`config.mk`:
```
export PLATFORM = sky130hd
export DESIGN_NAME = operand_skew_loader
export DESIGN_NICKNAME = d
export VERILOG_FILES = /design/src/rtl/systolic_pkg.sv /design/src/rtl/skew_bank.sv /design/src/rtl/operand_skew_loader.sv
export SDC_FILE = /design/constraint.sdc
export NUM_CORES = 1
export LEC_CHECK = 0
export CAP_MARGIN = 20
export CORE_MARGIN = 1.5
export CORE_UTILIZATION = 35
export CTS_CLUSTER_SIZE = 16
export DETAILED_ROUTE_END_ITERATION = 7
export PLACE_DENSITY = 0.6
export SYNTH_ARGS = -nofsm -noshare
export SYNTH_HDL_FRONTEND = slang
export SYNTH_SLANG_ARGS = --single-unit
```
`constraint.sdc`:
```
create_clock -name CLK -period 23.6 [get_ports CLK]
set_clock_uncertainty 0.15 [all_clocks]
set_input_delay 3.54 -clock CLK [delete_from_list [all_inputs] [get_ports CLK]]
set_output_delay 3.54 -clock CLK [all_outputs]
set_load 0.05 [all_outputs]
```
`src/rtl/systolic_pkg.sv`:
```
// -----------------------------------------------------------------------------
// systolic_pkg
//   Definitions shared by the systolic array top level and the operand skew
//   loader: default datapath geometry, the loader state encoding and small
//   constant helpers used to size counters and replay length.
// -----------------------------------------------------------------------------
package systolic_pkg;

    // Default geometry, also used by Top so the array and loader agree.
    localparam int BITWIDTH_DEF = 16;
    localparam int UNITS_X_DEF  = 3;
    localparam int UNITS_Y_DEF  = 3;
    localparam int DEPTH_DEF    = 3;

    typedef enum logic [1:0] {
        LOAD_A = 2'd0,
        LOAD_B = 2'd1,
        ARMED  = 2'd2,
        PLAY   = 2'd3
    } state_t;

    // Number of beats in one skewed replay: the last lane starts
    // max(ux,uy)-1 beats late and then needs depth beats of data.
    function automatic int play_len(input int depth, input int ux, input int uy);
        int umax;
        umax = (ux > uy) ? ux : uy;
        return depth + umax - 1;
    endfunction

    // Index width for an n-entry dimension; never narrower than one bit.
    function automatic int idx_w(input int n);
        return (n > 1) ? $clog2(n) : 1;
    endfunction

endpackage

```
`src/rtl/skew_bank.sv`:
```
// -----------------------------------------------------------------------------
// skew_bank
//   DEPTH x UNITS operand storage with one write port and a diagonally skewed
//   read: for beat t, lane u returns mem[t-u][u] when 0 <= t-u < DEPTH and
//   zero otherwise. The read is combinational; the caller registers it.
//
// Ports
//   clk_i    : clock, rising edge
//   rst_i    : asynchronous active-high reset, clears the whole bank
//   we_i     : write strobe
//   wk_i     : write vector index k
//   wi_i     : write lane index
//   wdata_i  : write data
//   t_i      : beat index for the skewed read
//   lanes_o  : skewed lane vector, lane u at [u*BITWIDTH +: BITWIDTH]
// -----------------------------------------------------------------------------
module skew_bank
    import systolic_pkg::*;
#(
    parameter int BITWIDTH = BITWIDTH_DEF,
    parameter int UNITS    = UNITS_X_DEF,
    parameter int DEPTH    = DEPTH_DEF,
    parameter int TW       = 3,
    parameter int KW       = idx_w(DEPTH),
    parameter int UIW      = idx_w(UNITS)
) (
    input  logic                      clk_i,
    input  logic                      rst_i,
    input  logic                      we_i,
    input  logic [KW-1:0]             wk_i,
    input  logic [UIW-1:0]            wi_i,
    input  logic [BITWIDTH-1:0]       wdata_i,
    input  logic [TW-1:0]             t_i,
    output logic [BITWIDTH*UNITS-1:0] lanes_o
);

    localparam int TW1 = TW + 1;

    // Every lane is read in the same cycle, so the storage is a register
    // array rather than a RAM; it also has to come out of reset as zeros.
    logic [BITWIDTH-1:0] mem_q [DEPTH][UNITS];

    always_ff @(posedge clk_i or posedge rst_i) begin
        if (rst_i) begin
            for (int k = 0; k < DEPTH; k++) begin
                for (int u = 0; u < UNITS; u++) begin
                    mem_q[k][u] <= '0;
                end
            end
        end else if (we_i) begin
            mem_q[wk_i][wi_i] <= wdata_i;
        end
    end

    for (genvar gi = 0; gi < UNITS; gi++) begin : g_lane
        logic [TW:0]         diff_w;
        logic [KW-1:0]       k_w;
        logic                hit_w;
        logic [BITWIDTH-1:0] val_w;

        // One extra bit catches t < lane (the borrow) without a signed compare.
        assign diff_w = {1'b0, t_i} - TW1'(gi);
        assign k_w    = KW'(diff_w[TW-1:0]);
        assign hit_w  = !diff_w[TW] && (diff_w[TW-1:0] < TW'(DEPTH));

        always_comb begin
            val_w = '0;
            if (hit_w) begin
                // Forward the word being written this cycle so a replay that
                // starts on the same edge as the final write sees it.
                if (we_i && (wk_i == k_w) && (wi_i == UIW'(gi))) begin
                    val_w = wdata_i;
                end else begin
                    val_w = mem_q[k_w][gi];
                end
            end
        end

        assign lanes_o[gi*BITWIDTH +: BITWIDTH] = val_w;
    end

endmodule

```
`src/rtl/operand_skew_loader.sv`:
```
// -----------------------------------------------------------------------------
// operand_skew_loader
//   Loads an A bank (DEPTH x UNITS_X) and a B bank (DEPTH x UNITS_Y) from the
//   UART word stream in vector-major order, then replays both banks into the
//   systolic array with lane i delayed i beats, under OVALID/OREADY.
//
// Ports
//   CLK      : clock, rising edge
//   RST      : asynchronous active-high reset
//   RDATA    : incoming word
//   RVALID   : RDATA valid this cycle
//   RREADY   : loader accepts a word this cycle (LOAD_A / LOAD_B)
//   START    : replay request, only looked at in ARMED
//   OREADY   : array accepts the current beat, only looked at in PLAY
//   OVALID   : OP1/OP2 beat valid
//   OP1      : A lanes, lane i at [i*BITWIDTH +: BITWIDTH]
//   OP2      : B lanes, same packing
//   DONE     : one-cycle pulse after the final accepted beat
//   OVERRUN  : sticky, a word arrived while RREADY was low (word dropped)
// -----------------------------------------------------------------------------
module operand_skew_loader
    import systolic_pkg::*;
#(
    parameter int BITWIDTH   = BITWIDTH_DEF,
    parameter int UNITS_X    = UNITS_X_DEF,
    parameter int UNITS_Y    = UNITS_Y_DEF,
    parameter int DEPTH      = DEPTH_DEF,
    parameter bit AUTO_START = 1'b0
) (
    input  logic                        CLK,
    input  logic                        RST,
    input  logic [BITWIDTH-1:0]         RDATA,
    input  logic                        RVALID,
    output logic                        RREADY,
    input  logic                        START,
    input  logic                        OREADY,
    output logic                        OVALID,
    output logic [BITWIDTH*UNITS_X-1:0] OP1,
    output logic [BITWIDTH*UNITS_Y-1:0] OP2,
    output logic                        DONE,
    output logic                        OVERRUN
);

    localparam int PLAY_LEN = play_len(DEPTH, UNITS_X, UNITS_Y);
    localparam int UMAX     = (UNITS_X > UNITS_Y) ? UNITS_X : UNITS_Y;
    localparam int IW       = idx_w(UMAX);
    localparam int KW       = idx_w(DEPTH);
    localparam int TW       = $clog2(PLAY_LEN + 1);
    localparam int AIW      = idx_w(UNITS_X);
    localparam int BIW      = idx_w(UNITS_Y);

    localparam logic [IW-1:0] LAST_X = IW'(UNITS_X - 1);
    localparam logic [IW-1:0] LAST_Y = IW'(UNITS_Y - 1);
    localparam logic [KW-1:0] LAST_K = KW'(DEPTH - 1);
    localparam logic [TW-1:0] LAST_T = TW'(PLAY_LEN - 1);

    state_t                        state_q;
    logic [IW-1:0]                 lane_q;
    logic [KW-1:0]                 vec_q;
    logic [TW-1:0]                 t_q;
    logic                          ovalid_q;
    logic [BITWIDTH*UNITS_X-1:0]   op1_q;
    logic [BITWIDTH*UNITS_Y-1:0]   op2_q;
    logic                          done_q;
    logic                          overrun_q;
    logic                          rready_q;

    logic                          we_a;
    logic                          we_b;
    logic [TW-1:0]                 rd_t;
    logic [BITWIDTH*UNITS_X-1:0]   a_lanes;
    logic [BITWIDTH*UNITS_Y-1:0]   b_lanes;

    assign we_a = (state_q == LOAD_A) && RVALID;
    assign we_b = (state_q == LOAD_B) && RVALID;

    // The banks are read one beat ahead: outside PLAY they present beat 0
    // (loaded on the transition into PLAY), inside PLAY the beat after t_q.
    assign rd_t = (state_q == PLAY) ? (t_q + TW'(1)) : '0;

    skew_bank #(
        .BITWIDTH (BITWIDTH),
        .UNITS    (UNITS_X),
        .DEPTH    (DEPTH),
        .TW       (TW),
        .KW       (KW),
        .UIW      (AIW)
    ) u_bank_a (
        .clk_i    (CLK),
        .rst_i    (RST),
        .we_i     (we_a),
        .wk_i     (vec_q),
        .wi_i     (AIW'(lane_q)),
        .wdata_i  (RDATA),
        .t_i      (rd_t),
        .lanes_o  (a_lanes)
    );

    skew_bank #(
        .BITWIDTH (BITWIDTH),
        .UNITS    (UNITS_Y),
        .DEPTH    (DEPTH),
        .TW       (TW),
        .KW       (KW),
        .UIW      (BIW)
    ) u_bank_b (
        .clk_i    (CLK),
        .rst_i    (RST),
        .we_i     (we_b),
        .wk_i     (vec_q),
        .wi_i     (BIW'(lane_q)),
        .wdata_i  (RDATA),
        .t_i      (rd_t),
        .lanes_o  (b_lanes)
    );

    always_ff @(posedge CLK or posedge RST) begin
        if (RST) begin
            state_q   <= LOAD_A;
            lane_q    <= '0;
            vec_q     <= '0;
            t_q       <= '0;
            ovalid_q  <= 1'b0;
            op1_q     <= '0;
            op2_q     <= '0;
            done_q    <= 1'b0;
            overrun_q <= 1'b0;
            rready_q  <= 1'b1;
        end else begin
            done_q <= 1'b0;

            if (RVALID && !rready_q) begin
                overrun_q <= 1'b1;
            end

            unique case (state_q)
                LOAD_A: begin
                    if (RVALID) begin
                        if (lane_q == LAST_X) begin
                            lane_q <= '0;
                            if (vec_q == LAST_K) begin
                                vec_q   <= '0;
                                state_q <= LOAD_B;
                            end else begin
                                vec_q <= vec_q + KW'(1);
                            end
                        end else begin
                            lane_q <= lane_q + IW'(1);
                        end
                    end
                end

                LOAD_B: begin
                    if (RVALID) begin
                        if (lane_q == LAST_Y) begin
                            lane_q <= '0;
                            if (vec_q == LAST_K) begin
                                vec_q    <= '0;
                                rready_q <= 1'b0;
                                if (AUTO_START) begin
                                    state_q  <= PLAY;
                                    t_q      <= '0;
                                    ovalid_q <= 1'b1;
                                    op1_q    <= a_lanes;
                                    op2_q    <= b_lanes;
                                end else begin
                                    state_q <= ARMED;
                                end
                            end else begin
                                vec_q <= vec_q + KW'(1);
                            end
                        end else begin
                            lane_q <= lane_q + IW'(1);
                        end
                    end
                end

                ARMED: begin
                    if (START) begin
                        state_q  <= PLAY;
                        t_q      <= '0;
                        ovalid_q <= 1'b1;
                        op1_q    <= a_lanes;
                        op2_q    <= b_lanes;
                    end
                end

                PLAY: begin
                    if (ovalid_q && OREADY) begin
                        if (t_q == LAST_T) begin
                            state_q  <= LOAD_A;
                            t_q      <= '0;
                            ovalid_q <= 1'b0;
                            op1_q    <= '0;
                            op2_q    <= '0;
                            done_q   <= 1'b1;
                            rready_q <= 1'b1;
                        end else begin
                            t_q   <= t_q + TW'(1);
                            op1_q <= a_lanes;
                            op2_q <= b_lanes;
                        end
                    end
                end

                default: begin
                    state_q <= LOAD_A;
                end
            endcase
        end
    end

    assign RREADY  = rready_q;
    assign OVALID  = ovalid_q;
    assign OP1     = op1_q;
    assign OP2     = op2_q;
    assign DONE    = done_q;
    assign OVERRUN = overrun_q;

endmodule

```
==> run metrics <==
outcome complete, no violations; final critical-path share of the clock period 25.3%; WP data required 23850 ps; Post-Syn Area 0.0181 mm²; clock sinks 397; post-layout util 41.6%; GR Layer Usage met1 25.4%; share of cells above drive strength 1 23.4%; Fin. Hold Viols 0; postcts setup bufs 0; NumNets Final 1725; CTS buffer count 42; startpoint types input pin; Crit Path Category input pin to flop; Area Growth Syn to Fin 17.5%; Max stage delay on crit path 620 ps; CP max stage cell buf_4; die area 0.0531 mm²; max_cap viols 0; met2 usage 30.6%; EDFF count, synth 0; DR pass1 iterations 5; Initial Util 35.4%; Max Fclk 168 MHz; critical path, cell by cell clkdlybuf4s50_1 -> nor2b_1 -> a211o_4 -> buf_4 -> a211o_1 -> buf_4 -> o31ai_1; Synth warnings 0; routed vias 12979; grt met3 use 3.16%; GRT Max-Usage Layer met2; WL/cell 20.9 µm; vias per inst 5.40; Design Power 1.36 mW; final instance area 0.0213 mm²; root cell of the clock tree clkbuf_16; remaining global-route overflow 0; post-synthesis cell type count 46; Critical Path Fanout Max 58; largest net degree at the start of global routing 95; core area 0.0512 mm²; final max-slew violation count 0; chip height 231 µm; Chip Width 231 µm; vias in the first global route 12946; placed standard-cell area 0.0199 mm²; CTS Buffer Depth 3; synthesized area per cell 11.1 µm²; number of cell rows 83; Top Ports 121; crit path DAT 6220 ps; normalized max-slew margin 24.5%; WL final 50100 µm; DR iter-0 viols 991; worst hold path class flop to flop; syn_nets 1665; Worst-path clk slew 60 ps; TritonCTS clock tree built; gr usage total 18.8%; routability cong. 0.790; sequential-to-total area share from yosys stat 54.8%; Slew @ Worst Pin 1130 ps; H-tree Lvls 2; dpl hpwl 29800 µm; fraction of registers with async set/reset 100%; Setup TNS 0 ps; Tmin final 5970 ps; CTS Hold Buffers Added 0; crit end category flop; initial antenna violation count 1; # setup viols final 0; Synth Flop Type dfrtp_1; worst vdd ir 0.0519 mV; register bit count reported by yosys 397; Power Density 63.7 mW/mm²; P_leak 9.43 nW; diode count 0; clock latency on the worst-skew pair 540 ps; RSZ-0062 raised after global routing false; Routed Antenna Nets 0; Resized cells post-CTS 0; drt drc 0; crit-path most repeated cell buf_4; IO Port Bufs 120; Mapped Cells 1632; first-pass GRT wire length 77600 µm
-- power by group --
part / internal, mW / switching [mW]
Clock: 0.379 / 0.261
Combinational: 0.00668 / 0.0290
Sequential: 0.681 / 0.00000000000000000375
-- Yosys cell counts (4+ instances only) --
cell type | count | area [µm²]
a211oi_1 | 64 | 480
o21ai_0 | 14 | 70.1
o31ai_1 | 96 | 721
buf_2 | 34 | 170
a21oi_1 | 97 | 485
o21ai_1 | 30 | 150
nand2b_1 | 7 | 43.8
nor2_2 | 6 | 37.5
mux2_2 | 283 | 3190
ha_1 | 12 | 150
a21o_1 | 4 | 30.0
nor2_1 | 75 | 282
nor2b_1 | 6 | 37.5
a221oi_1 | 32 | 280
buf_4 | 7 | 52.6
buf_1 | 16 | 60.1
nand3_1 | 7 | 35.0
dfrtp_1 | 396 | 9910
mux2_1 | 8 | 90.1
nand2_1 | 313 | 1170
clkbuf_1 | 80 | 300
inv_1 | 10 | 37.5
-- final timing paths --
kind	depth (start not counted)	slack (ps)	start	end
max	7	17630	START	OP2[8]
min	1	310	OVERRUN	OVERRUN
max reg2reg	8	19600	state_q[0]	OP1[27]
min reg2reg	1	310	OVERRUN	OVERRUN
max in group asynchronous	4	17640	RST	u_bank_b.mem_q[41]
min in group asynchronous	2	3370	RST	OP2[21]
-- critical path, delay by kind of cell --
family	cells	cell delay (ps)
buffers and inverters	3	1420
AO/OA/AOI/OAI	3	920
AND/OR/NAND/NOR	1	240
-- through the flow --
stage                     worst slack [ps]  std cells  hold slack, ps
after floorplan                       8870       1632             308
after global placement               16970       2324             289
after detailed placement             16800       2325             301
after CTS                            17380       2399             314
after global routing                 17200       2402             331
final                                17630       2402             311
-- layout make-up --
type | instances | area (µm²)
fill | 4772 | 29900
sequential | 397 | 9940
multi-input combinational | 1086 | 7600
timing repair buffer | 154 | 1510
clock buffer | 64 | 1220
tap | 680 | 851
clock inverter | 10 | 104
inverter | 11 | 51.3
-- registers in the layout (all words and copies together), names as in the netlist, 2 cells and up --
register,cells
t_q,3
u_bank_b.mem_q,144
u_bank_a.mem_q,144
state_q,2
OP1,48
OP2,48
lane_q,2
vec_q,2
-- cells by family after synthesis --
kind of cell	count (synthesis)	synth area share (%)
flops	397	54.8
xor+xnor	5	0.345
compound gates	346	12.6
simple gates	431	9.72
fa+ha+maj	12	0.829
mux	292	18.1
buf+inv	149	3.49
-- cells in the final DEF, fill, tap and decap left out, types with 2 or more instances in the layout --
| cell type | netlist | layout |
|---|---|---|
| clkbuf_16 | 0 | 44 |
| nor2_4 | 3 | 5 |
| dfrtp_1 | 396 | 396 |
| o31ai_1 | 96 | 96 |
| nor3_4 | 2 | 2 |
| nand2_1 | 313 | 313 |
| a21o_1 | 4 | 4 |
| bufinv_16 | 0 | 2 |
| mux2_2 | 283 | 283 |
| o21ai_0 | 14 | 14 |
| clkbuf_1 | 80 | 14 |
| buf_16 | 0 | 2 |
| nor2_2 | 6 | 7 |
| clkdlybuf4s50_1 | 0 | 120 |
| clkbuf_8 | 0 | 7 |
| and3_1 | 2 | 2 |
| buf_4 | 7 | 31 |
| ha_1 | 12 | 12 |
| nor2b_1 | 6 | 5 |
| inv_1 | 10 | 9 |
| mux2_1 | 8 | 8 |
| clkinv_2 | 0 | 7 |
| a31oi_1 | 2 | 2 |
| nor3_1 | 2 | 2 |
| nand3_1 | 7 | 7 |
| nor3_2 | 2 | 2 |
| or2_1 | 2 | 2 |
| o21ai_1 | 30 | 30 |
| a211oi_1 | 64 | 64 |
| nor2_1 | 75 | 72 |
| a221oi_1 | 32 | 32 |
| nand2b_1 | 7 | 6 |
| a21oi_1 | 97 | 97 |
| xnor2_1 | 3 | 3 |
-- per-layer routing --
metal  vias to the layer above  wire length [µm]
met5                         -                 0
met4                         0              1320
met3                        73              2590
met2                       352             23800
met1                      6684             22400
li1                       5870                 -
No activity file was read; power rests on OpenSTA's default activity.
